[src/rtl/osc_array_trng_pkg.sv]
// osc_trng_pkg: shared definitions for the oscillator-array TRNG.
//   - trng_state_e : sequencer states
//   - ARM_*        : arm levels applied to even/odd cells during ARM and RUN
//   - phase_w()    : width of the phase counter for the given phase lengths
package osc_trng_pkg;

  typedef enum logic [2:0] {
    IDLE,
    CRST,
    ARM,
    RUN,
    SAMPLE,
    OUT
  } trng_state_e;

  localparam logic ARM_EVEN_I1 = 1'b1;
  localparam logic ARM_EVEN_I2 = 1'b0;
  localparam logic ARM_ODD_I1  = 1'b0;
  localparam logic ARM_ODD_I2  = 1'b1;

  function automatic int unsigned phase_w(input int unsigned rst_cyc,
                                          input int unsigned arm_cyc,
                                          input int unsigned run_cyc);
    int unsigned m;
    m = rst_cyc;
    if (arm_cyc > m) m = arm_cyc;
    if (run_cyc > m) m = run_cyc;
    return $clog2(m + 1);
  endfunction

endpackage

[src/rtl/osc_array_trng_if.sv]
// osc_array_trng_if: word read handshake between the TRNG and its consumer.
//   rd_data  : random word
//   rd_valid : rd_data valid (held until accepted)
//   rd_ready : consumer accept
// master = TRNG side, slave = consumer side.
interface osc_array_trng_if #(
  parameter int unsigned WORD_W = 32
);
  logic [WORD_W-1:0] rd_data;
  logic              rd_valid;
  logic              rd_ready;

  modport master (output rd_data, output rd_valid, input rd_ready);
  modport slave  (input rd_data, input rd_valid, output rd_ready);
endinterface

[src/rtl/osc_array_trng_sync.sv]
// trng_sync: per-bit flop chain bringing asynchronous oscillator outputs
// into the clk domain.
//   clk, rst : clock, synchronous active-high reset (clears every stage)
//   d        : asynchronous input bits
//   q        : synchronised output, STAGES cycles behind d
module trng_sync #(
  parameter int unsigned WIDTH  = 1,
  parameter int unsigned STAGES = 2
) (
  input  logic             clk,
  input  logic             rst,
  input  logic [WIDTH-1:0] d,
  output logic [WIDTH-1:0] q
);

  (* ASYNC_REG = "TRUE" *) logic [WIDTH-1:0] ff [STAGES];

  always_ff @(posedge clk) begin
    if (rst) begin
      for (int unsigned i = 0; i < STAGES; i++) ff[i] <= '0;
    end else begin
      ff[0] <= d;
      for (int unsigned i = 1; i < STAGES; i++) ff[i] <= ff[i-1];
    end
  end

  assign q = ff[STAGES-1];

endmodule

[src/rtl/osc_array_trng.sv]
// osc_array_trng: sequencer and harvester for an array of cross-coupled
// oscillator cells. Each bit: reset cells, arm them, trigger and free-run,
// then XOR-reduce the synchronised cell outputs into one raw bit. WORD_W raw
// bits (first bit = MSB) form a word delivered over a valid/ready handshake.
//   clk, rst        : clock, synchronous active-high reset
//   en, mode        : enable; 0 = continuous, 1 = one word per en rising edge
//   osc_in          : asynchronous cell outputs
//   cell_t          : shared trigger to all cells
//   cell_i1/cell_i2 : per-cell arm inputs
//   rd              : word handshake (master side)
//   busy            : sequencer not idle
//   health_fail     : sticky repetition-count failure
// Build option: define OSC_HEALTH_EN to enable the repetition-count health
// test; otherwise health_fail is tied low.
module osc_array_trng
  import osc_trng_pkg::*;
#(
  parameter int unsigned N_CELLS     = 4,
  parameter int unsigned WORD_W      = 32,
  parameter int unsigned RST_CYC     = 2,
  parameter int unsigned ARM_CYC     = 2,
  parameter int unsigned RUN_CYC     = 16,
  parameter int unsigned SYNC_STAGES = 2,
  parameter int unsigned REP_LIMIT   = 8
) (
  input  logic               clk,
  input  logic               rst,
  input  logic               en,
  input  logic               mode,
  input  logic [N_CELLS-1:0] osc_in,
  output logic               cell_t,
  output logic [N_CELLS-1:0] cell_i1,
  output logic [N_CELLS-1:0] cell_i2,
  osc_array_trng_if.master   rd,
  output logic               busy,
  output logic               health_fail
);

  localparam int unsigned PH_W = phase_w(RST_CYC, ARM_CYC, RUN_CYC);
  localparam int unsigned BC_W = $clog2(WORD_W + 1);

  if (RUN_CYC < SYNC_STAGES + 1 || REP_LIMIT < 1) begin : g_cfg_check
    $error("osc_array_trng: RUN_CYC must exceed SYNC_STAGES and REP_LIMIT must be nonzero");
  end

  trng_state_e        state_q, state_d;
  logic [PH_W-1:0]    ph_q;
  logic [BC_W-1:0]    bit_cnt_q;
  logic [WORD_W-1:0]  shreg_q;
  logic [WORD_W-1:0]  rd_data_q;
  logic               rd_valid_q;
  logic               mode_q;
  logic               en_q;
  logic [N_CELLS-1:0] osc_s;
  logic [N_CELLS-1:0] arm_i1, arm_i2;
  logic               raw;
  logic               word_done;
  logic               discard;
  logic               health_trip;
  logic               hf_block;

  trng_sync #(
    .WIDTH (N_CELLS),
    .STAGES(SYNC_STAGES)
  ) u_sync (
    .clk(clk),
    .rst(rst),
    .d  (osc_in),
    .q  (osc_s)
  );

  assign raw       = ^osc_s;
  assign word_done = (bit_cnt_q == BC_W'(WORD_W - 1));
  // A completed word is thrown away while the health test is failing.
  assign discard   = health_trip || (word_done && hf_block);

  always_comb begin
    arm_i1 = '0;
    arm_i2 = '0;
    for (int unsigned c = 0; c < N_CELLS; c++) begin
      arm_i1[c] = (c % 2 == 0) ? ARM_EVEN_I1 : ARM_ODD_I1;
      arm_i2[c] = (c % 2 == 0) ? ARM_EVEN_I2 : ARM_ODD_I2;
    end
  end

  function automatic logic [PH_W-1:0] ph_load(input trng_state_e s);
    case (s)
      CRST:    ph_load = PH_W'(RST_CYC - 1);
      ARM:     ph_load = PH_W'(ARM_CYC - 1);
      RUN:     ph_load = PH_W'(RUN_CYC - 1);
      default: ph_load = '0;
    endcase
  endfunction

  always_comb begin
    state_d = state_q;
    cell_t  = 1'b0;
    cell_i1 = '0;
    cell_i2 = '0;
    case (state_q)
      IDLE: if (en && (!mode || !en_q)) state_d = CRST;
      CRST: begin
        if (!en) state_d = IDLE;
        else if (ph_q == '0) state_d = ARM;
      end
      ARM: begin
        cell_i1 = arm_i1;
        cell_i2 = arm_i2;
        if (!en) state_d = IDLE;
        else if (ph_q == '0) state_d = RUN;
      end
      RUN: begin
        cell_t  = 1'b1;
        cell_i1 = arm_i1;
        cell_i2 = arm_i2;
        if (!en) state_d = IDLE;
        else if (ph_q == '0) state_d = SAMPLE;
      end
      SAMPLE: begin
        cell_i1 = arm_i1;
        cell_i2 = arm_i2;
        if (!en) state_d = IDLE;
        else if (word_done && !discard) state_d = OUT;
        else state_d = CRST;
      end
      OUT: if (rd_valid_q && rd.rd_ready) state_d = (!mode_q && en) ? CRST : IDLE;
      default: state_d = IDLE;
    endcase
  end

  always_ff @(posedge clk) begin
    if (rst) begin
      state_q    <= IDLE;
      ph_q       <= '0;
      bit_cnt_q  <= '0;
      shreg_q    <= '0;
      rd_data_q  <= '0;
      rd_valid_q <= 1'b0;
      mode_q     <= 1'b0;
      en_q       <= 1'b0;
    end else begin
      state_q <= state_d;
      en_q    <= en;
      if (state_d != state_q) ph_q <= ph_load(state_d);
      else if (ph_q != '0) ph_q <= ph_q - PH_W'(1);
      if (state_q == IDLE && state_d == CRST) mode_q <= mode;
      if (state_d == IDLE || (state_q == OUT && state_d != OUT)) begin
        bit_cnt_q <= '0;
        shreg_q   <= '0;
      end else if (state_q == SAMPLE) begin
        if (discard) begin
          bit_cnt_q <= '0;
          shreg_q   <= '0;
        end else begin
          bit_cnt_q <= bit_cnt_q + BC_W'(1);
          shreg_q   <= {shreg_q[WORD_W-2:0], raw};
        end
      end
      // The word is latched on the first OUT cycle, then held until accepted.
      if (state_q == OUT) begin
        if (!rd_valid_q) begin
          rd_data_q  <= shreg_q;
          rd_valid_q <= 1'b1;
        end else if (rd.rd_ready) begin
          rd_valid_q <= 1'b0;
        end
      end
    end
  end

`ifdef OSC_HEALTH_EN
  localparam int unsigned RC_W = $clog2(REP_LIMIT + 1);
  logic [RC_W-1:0] rep_q, rep_next;
  logic            last_q, hf_q;

  always_comb begin
    rep_next = RC_W'(1);
    if (rep_q != '0 && raw == last_q) rep_next = rep_q + RC_W'(1);
  end

  assign health_trip = (state_q == SAMPLE) && (rep_next == RC_W'(REP_LIMIT));
  assign hf_block    = hf_q;
  assign health_fail = hf_q;

  always_ff @(posedge clk) begin
    if (rst || !en) begin
      rep_q  <= '0;
      last_q <= 1'b0;
      hf_q   <= 1'b0;
    end else if (state_q == SAMPLE) begin
      last_q <= raw;
      rep_q  <= health_trip ? '0 : rep_next;
      if (health_trip) hf_q <= 1'b1;
    end
  end
`else
  assign health_trip = 1'b0;
  assign hf_block    = 1'b0;
  assign health_fail = 1'b0;
`endif

  assign rd.rd_data  = rd_data_q;
  assign rd.rd_valid = rd_valid_q;
  assign busy        = (state_q != IDLE);

endmodule

[src/flat_wrapper.sv]
// flat-port wrapper written by rule: the top's interface ports become plain ports
module osc_array_trng_flat import osc_trng_pkg::*;
#(
  parameter int unsigned N_CELLS     = 4,
  parameter int unsigned WORD_W      = 32,
  parameter int unsigned RST_CYC     = 2,
  parameter int unsigned ARM_CYC     = 2,
  parameter int unsigned RUN_CYC     = 16,
  parameter int unsigned SYNC_STAGES = 2,
  parameter int unsigned REP_LIMIT   = 8
)
  (clk, rst, en, mode, osc_in, cell_t, cell_i1, cell_i2, busy, health_fail, rd_rd_data, rd_rd_valid, rd_rd_ready);
  osc_array_trng_if #(.WORD_W(WORD_W)) rd_i ();
  input  logic clk;
  input  logic rst;
  input  logic en;
  input  logic mode;
  input  logic [N_CELLS-1:0] osc_in;
  output logic cell_t;
  output logic [N_CELLS-1:0] cell_i1;
  output logic [N_CELLS-1:0] cell_i2;
  output logic busy;
  output logic health_fail;
  output wire logic [$bits(rd_i.rd_data)-1:0] rd_rd_data;
  output wire logic [$bits(rd_i.rd_valid)-1:0] rd_rd_valid;
  input wire logic [$bits(rd_i.rd_ready)-1:0] rd_rd_ready;
  assign rd_rd_data = rd_i.rd_data;
  assign rd_rd_valid = rd_i.rd_valid;
  assign rd_i.rd_ready = rd_rd_ready;
  osc_array_trng #(.N_CELLS(N_CELLS), .WORD_W(WORD_W), .RST_CYC(RST_CYC), .ARM_CYC(ARM_CYC), .RUN_CYC(RUN_CYC), .SYNC_STAGES(SYNC_STAGES), .REP_LIMIT(REP_LIMIT)) u_core (.clk(clk), .rst(rst), .en(en), .mode(mode), .osc_in(osc_in), .cell_t(cell_t), .cell_i1(cell_i1), .cell_i2(cell_i2), .rd(rd_i), .busy(busy), .health_fail(health_fail));
endmodule
[config.mk]
export PLATFORM = sky130hd
export DESIGN_NAME = osc_array_trng_flat
export DESIGN_NICKNAME = d
export VERILOG_FILES = /design/src/rtl/osc_array_trng_pkg.sv /design/src/rtl/osc_array_trng_if.sv /design/src/rtl/osc_array_trng_sync.sv /design/src/rtl/osc_array_trng.sv /design/src/flat_wrapper.sv
export SDC_FILE = /design/constraint.sdc
export NUM_CORES = 1
export LEC_CHECK = 0
export ABC_AREA = 1
export ABC_CLOCK_PERIOD_IN_PS = 3300
export CORE_ASPECT_RATIO = 1.1
export CORE_MARGIN = 2
export CORE_UTILIZATION = 50
export DETAILED_ROUTE_END_ITERATION = 10
export PLACE_DENSITY = 0.74
export SLEW_MARGIN = 20
export SYNTH_ARGS = -nofsm -noshare
export SYNTH_HDL_FRONTEND = slang
export SYNTH_SLANG_ARGS = --single-unit
[constraint.sdc]
create_clock -name clk -period 3.3 [get_ports clk]
set_clock_uncertainty 0.1 [all_clocks]
set_input_delay 0.33 -clock clk [delete_from_list [all_inputs] [get_ports clk]]
set_output_delay 0.33 -clock clk [all_outputs]
set_load 0.02 [all_outputs]
==> flow_results.xml <==
<?xml version="1.0" encoding="UTF-8"?>
<metrics>
  <group name="timing">
    <metric name="timing.final.setup_violations" unit="">0</metric>
    <metric name="worst_slew_margin_rel" unit="%">59.3</metric>
    <metric name="hold_viol_final" unit="">0</metric>
    <metric name="final_sum_of_negative_setup_slack" unit="ns">0</metric>
    <metric name="fin_ws" unit="ns">0.920</metric>
    <metric name="final_period_minus_worst_setup_slack" unit="ns">2.38</metric>
    <metric name="fmaxAchievable" unit="MHz">420</metric>
    <metric name="grt_setup_unrepaired" unit="">no</metric>
    <metric name="finalMaxSlewViolations" unit="">0</metric>
    <metric name="worst-slew-pin-transition" unit="ns">0.610</metric>
    <metric name="final.period_utilization" unit="%">72.1</metric>
  </group>
  <group name="die">
    <metric name="chipWidth" unit="µm">85.5</metric>
    <metric name="rows" unit="">32</metric>
    <metric name="die-area" unit="µm²">8000</metric>
    <metric name="placeableCoreArea" unit="µm²">7050</metric>
    <metric name="die_h" unit="µm">93.6</metric>
    <metric name="ios" unit="">53</metric>
    <metric name="initial_utilization" unit="%">51.8</metric>
  </group>
  <group name="synth">
    <metric name="synth_top_area_share" unit="%">48.8</metric>
    <metric name="yosys.cell_count.top_type" unit="">sky130_fd_sc_hd__dfxtp_1</metric>
    <metric name="yosysUniqueCellTypes" unit="">32</metric>
    <metric name="synth.yosys.seq_area_share" unit="%">48.8</metric>
    <metric name="synth_async_reset_ratio" unit="%">0</metric>
    <metric name="synth-edff-count" unit="">0</metric>
    <metric name="synth_area_per_cell" unit="µm²">8.02</metric>
    <metric name="ys_top_cells_by_area" unit="">sky130_fd_sc_hd__dfxtp_1 49%, sky130_fd_sc_hd__o21ai_0 8.9%, sky130_fd_sc_hd__nand2_1 6.2%, sky130_fd_sc_hd__a21oi_1 5.8%, sky130_fd_sc_hd__nor2_4 5.6%</metric>
    <metric name="synth.largest_area_cell" unit="">sky130_fd_sc_hd__dfxtp_1</metric>
    <metric name="syn_inst" unit="">455</metric>
    <metric name="synthesis.yosys.warnings" unit="">0</metric>
    <metric name="synth_common_cells" unit="">89 x sky130_fd_sc_hd__dfxtp_1, 65 x sky130_fd_sc_hd__o21ai_0, 60 x sky130_fd_sc_hd__nand2_1</metric>
    <metric name="synth_seq_cells" unit="">89</metric>
    <metric name="synth_ff_type" unit="">sky130_fd_sc_hd__dfxtp_1</metric>
    <metric name="syn-cell-area" unit="µm²">3650</metric>
  </group>
  <group name="critical_path">
    <metric name="cp.arrival" unit="ns">1.95</metric>
    <metric name="critPathRequiredTime" unit="ns">2.87</metric>
    <metric name="timing_worst_setup_path_type" unit="">flip-flop to output port</metric>
    <metric name="timing.critical_path.from_type" unit="">flip-flop</metric>
    <metric name="r2r.worst_path.cells" unit="">14</metric>
    <metric name="worst_setup_path_end_kind" unit="">output port</metric>
    <metric name="timing.critical_path.fanout_max" unit="">5</metric>
  </group>
  <group name="clock_tree">
    <metric name="cts_sinks" unit="">89</metric>
    <metric name="postCtsSetupBuffers" unit="">0</metric>
    <metric name="cts.hold.buffers_added" unit="">0</metric>
    <metric name="gates_resized_cts_repair" unit="">0</metric>
    <metric name="numCtsBuffers" unit="">9</metric>
    <metric name="cts_tree" unit="">yes</metric>
    <metric name="clk-insertion-delay-late" unit="ns">0.35</metric>
    <metric name="cts_htree_levels" unit="">3</metric>
    <metric name="path_clk_slew" unit="ns">0.08</metric>
    <metric name="clk_path_buf_depth" unit="">2</metric>
    <metric name="cts_root_buf" unit="">sky130_fd_sc_hd__clkbuf_8</metric>
  </group>
  <group name="cells_and_area">
    <metric name="area_delta_synth_final" unit="%">18.0</metric>
    <metric name="final_nets" unit="">502</metric>
    <metric name="drive_gt1_share" unit="%">11.1</metric>
    <metric name="final_core_utilization" unit="%">61.1</metric>
    <metric name="n_antenna_cell" unit="">0</metric>
    <metric name="design_area" unit="µm²">4310</metric>
  </group>
  <group name="run_status">
    <metric name="result_of_the_run" unit="">complete, no violations</metric>
  </group>
  <group name="routing">
    <metric name="initialDrtViolationCount" unit="">156</metric>
    <metric name="antenna_violating_nets_post_route" unit="">0</metric>
    <metric name="routed_via_density" unit="">4.94</metric>
    <metric name="detail_route.drc_violations" unit="">0</metric>
    <metric name="routed_wire_length_per_instance" unit="µm">11.8</metric>
    <metric name="wirelength" unit="mm">6.82</metric>
    <metric name="vias" unit="">2863</metric>
    <metric name="drt_pass1_iterations" unit="">4</metric>
  </group>
  <group name="grt">
    <metric name="global_route_usage_over_all_layers" unit="%">18.2</metric>
    <metric name="grt_start_max_net_pins" unit="">67</metric>
    <metric name="overflow" unit="">0</metric>
    <metric name="grt_pass1_vias" unit="">2743</metric>
    <metric name="antenna_found_initial" unit="">0</metric>
    <metric name="grt_first_pass_wirelength" unit="mm">11.8</metric>
  </group>
  <group name="job">
    <metric name="cap_violations" unit="">0</metric>
  </group>
  <group name="placed_design">
    <metric name="placement.cell_area" unit="µm²">4100</metric>
    <metric name="pre_cts_ws" unit="ns">0.995</metric>
    <metric name="dpl.hpwl" unit="mm">4.46</metric>
    <metric name="io_buffer_count" unit="">47</metric>
    <metric name="gp_congestion" unit="">0.833</metric>
  </group>
  <group name="power_and_ir_drop">
    <metric name="ir_worst_vdd" unit="V">0.000420</metric>
    <metric name="power-per-cell-area" unit="nW/µm²">543</metric>
    <metric name="total_leakage_power" unit="nW">1.79</metric>
  </group>
  <group name="hold_path">
    <metric name="worst_min_path_class" unit="">flip-flop to flip-flop</metric>
    <metric name="holdPathStages" unit="">2</metric>
  </group>
</metrics>
==> cell type report <==
type                       count  area, µm²
inverter                      59        221
clock inverter                 4       48.8
multi-input combinational    280       1480
fill                         618       2740
clock buffer                  12        155
sequential                    89       1780
tap                           85        106
timing repair buffer          51        513
==> cell usage in the layout (no fill, tap or decap) <==
master | Yosys | final
sky130_fd_sc_hd__buf_4 | 8 | 3
sky130_fd_sc_hd__nor3_2 | 1 | 1
sky130_fd_sc_hd__or2_2 | 1 | 1
sky130_fd_sc_hd__clkinv_1 | 1 | 1
sky130_fd_sc_hd__ha_1 | 3 | 3
sky130_fd_sc_hd__xnor2_1 | 1 | 1
sky130_fd_sc_hd__nand2_2 | 3 | 4
sky130_fd_sc_hd__nand3_1 | 14 | 14
sky130_fd_sc_hd__buf_12 | 2 | 1
sky130_fd_sc_hd__o21bai_1 | 1 | 1
sky130_fd_sc_hd__nand4_1 | 4 | 4
sky130_fd_sc_hd__nor3_1 | 2 | 2
sky130_fd_sc_hd__nor2_1 | 42 | 41
sky130_fd_sc_hd__clkinv_2 | 0 | 2
sky130_fd_sc_hd__inv_6 | 0 | 1
sky130_fd_sc_hd__bufinv_16 | 0 | 1
sky130_fd_sc_hd__dfxtp_1 | 89 | 89
sky130_fd_sc_hd__a21oi_1 | 42 | 42
sky130_fd_sc_hd__o21ai_0 | 65 | 65
sky130_fd_sc_hd__inv_2 | 5 | 5
sky130_fd_sc_hd__a211o_1 | 1 | 1
sky130_fd_sc_hd__conb_1 | 1 | 5
sky130_fd_sc_hd__inv_1 | 53 | 53
sky130_fd_sc_hd__nor4_1 | 1 | 1
sky130_fd_sc_hd__clkbuf_8 | 0 | 11
sky130_fd_sc_hd__clkdlybuf4s50_1 | 0 | 47
sky130_fd_sc_hd__nand3_2 | 1 | 1
sky130_fd_sc_hd__nand2_1 | 60 | 59
sky130_fd_sc_hd__clkbuf_1 | 16 | 1
sky130_fd_sc_hd__xor2_1 | 8 | 8
sky130_fd_sc_hd__nor2_4 | 18 | 19
sky130_fd_sc_hd__o21ai_1 | 2 | 2
sky130_fd_sc_hd__nor2_2 | 5 | 5
==> cells by family after synthesis <==
kind of cell / after synthesis / synth area share [%]
AOI/OAI and AO/OA: 111 / 15.4
xor gates and xnor gates: 9 / 2.16
adders and majority gates: 3 / 1.03
buffers and inverters: 90 / 11.3
DFF: 89 / 48.8
other: 1 / 0.103
and+or+nand+nor: 152 / 21.2
==> sequential cells by signal (all words and copies together) (netlist names) <==
| register | flops |
|---|---|
| u_core.en_q | 1 |
| u_core.shreg_q | 32 |
| u_core.state_q | 3 |
| u_core.mode_q | 1 |
| u_core.bit_cnt_q | 6 |
| u_core.u_sync.ff | 8 |
| u_core.rd.rd_valid | 1 |
| u_core.ph_q | 5 |
| u_core.rd.rd_data | 32 |
==> routing by layer <==
metal | GRT usage (%) | vias to the layer above | routed length [µm]
met3 | 2.91 | 12 | 254
met5 | 0 | - | 0
met2 | 30.5 | 54 | 3220
met4 | 9.26 | 0 | 140
li1 | - | 1491 | -
met1 | 22.7 | 1306 | 3200
==> critical path, stage by stage (launching register included) <==
cell and delay, ns:
sky130_fd_sc_hd__dfxtp_1 0.44, sky130_fd_sc_hd__inv_2 0.10, sky130_fd_sc_hd__o21ai_0 0.37, sky130_fd_sc_hd__clkdlybuf4s50_1 0.69
==> metrics by stage <==
stage,power (W),hold WS (ns),cells
after detailed placement,0.00160,0.298,564
final,0.00234,0.309,580
after CTS,0.00235,0.312,580
after global placement,0.00159,0.290,564
after global routing,0.00246,0.334,580
after floorplan,0.00152,0.288,459
==> path summary, 6_finish.rpt <==
check | from | end | slack (ns)
setup reg to reg | u_core.state_q[2]$_SDFF_PP0_ | u_core.shreg_q[9]$_SDFFE_PP0P_ | 1.07
hold / removal | u_core.u_sync.ff[0][0]$_SDFF_PP0_ | u_core.u_sync.ff[0][4]$_SDFF_PP0_ | 0.31
setup / recovery | u_core.state_q[1]$_SDFF_PP0_ | cell_i2[3] | 0.92
hold reg to reg | u_core.u_sync.ff[0][0]$_SDFF_PP0_ | u_core.u_sync.ff[0][4]$_SDFF_PP0_ | 0.31
==> where the power goes <==
group          switching (W)  total (W)  internal [W]
Combinational       0.000288   0.000432      0.000144
Sequential         0.0000344    0.00115       0.00111
Clock               0.000365   0.000757      0.000392
No activity file was read; power rests on OpenSTA's default activity.
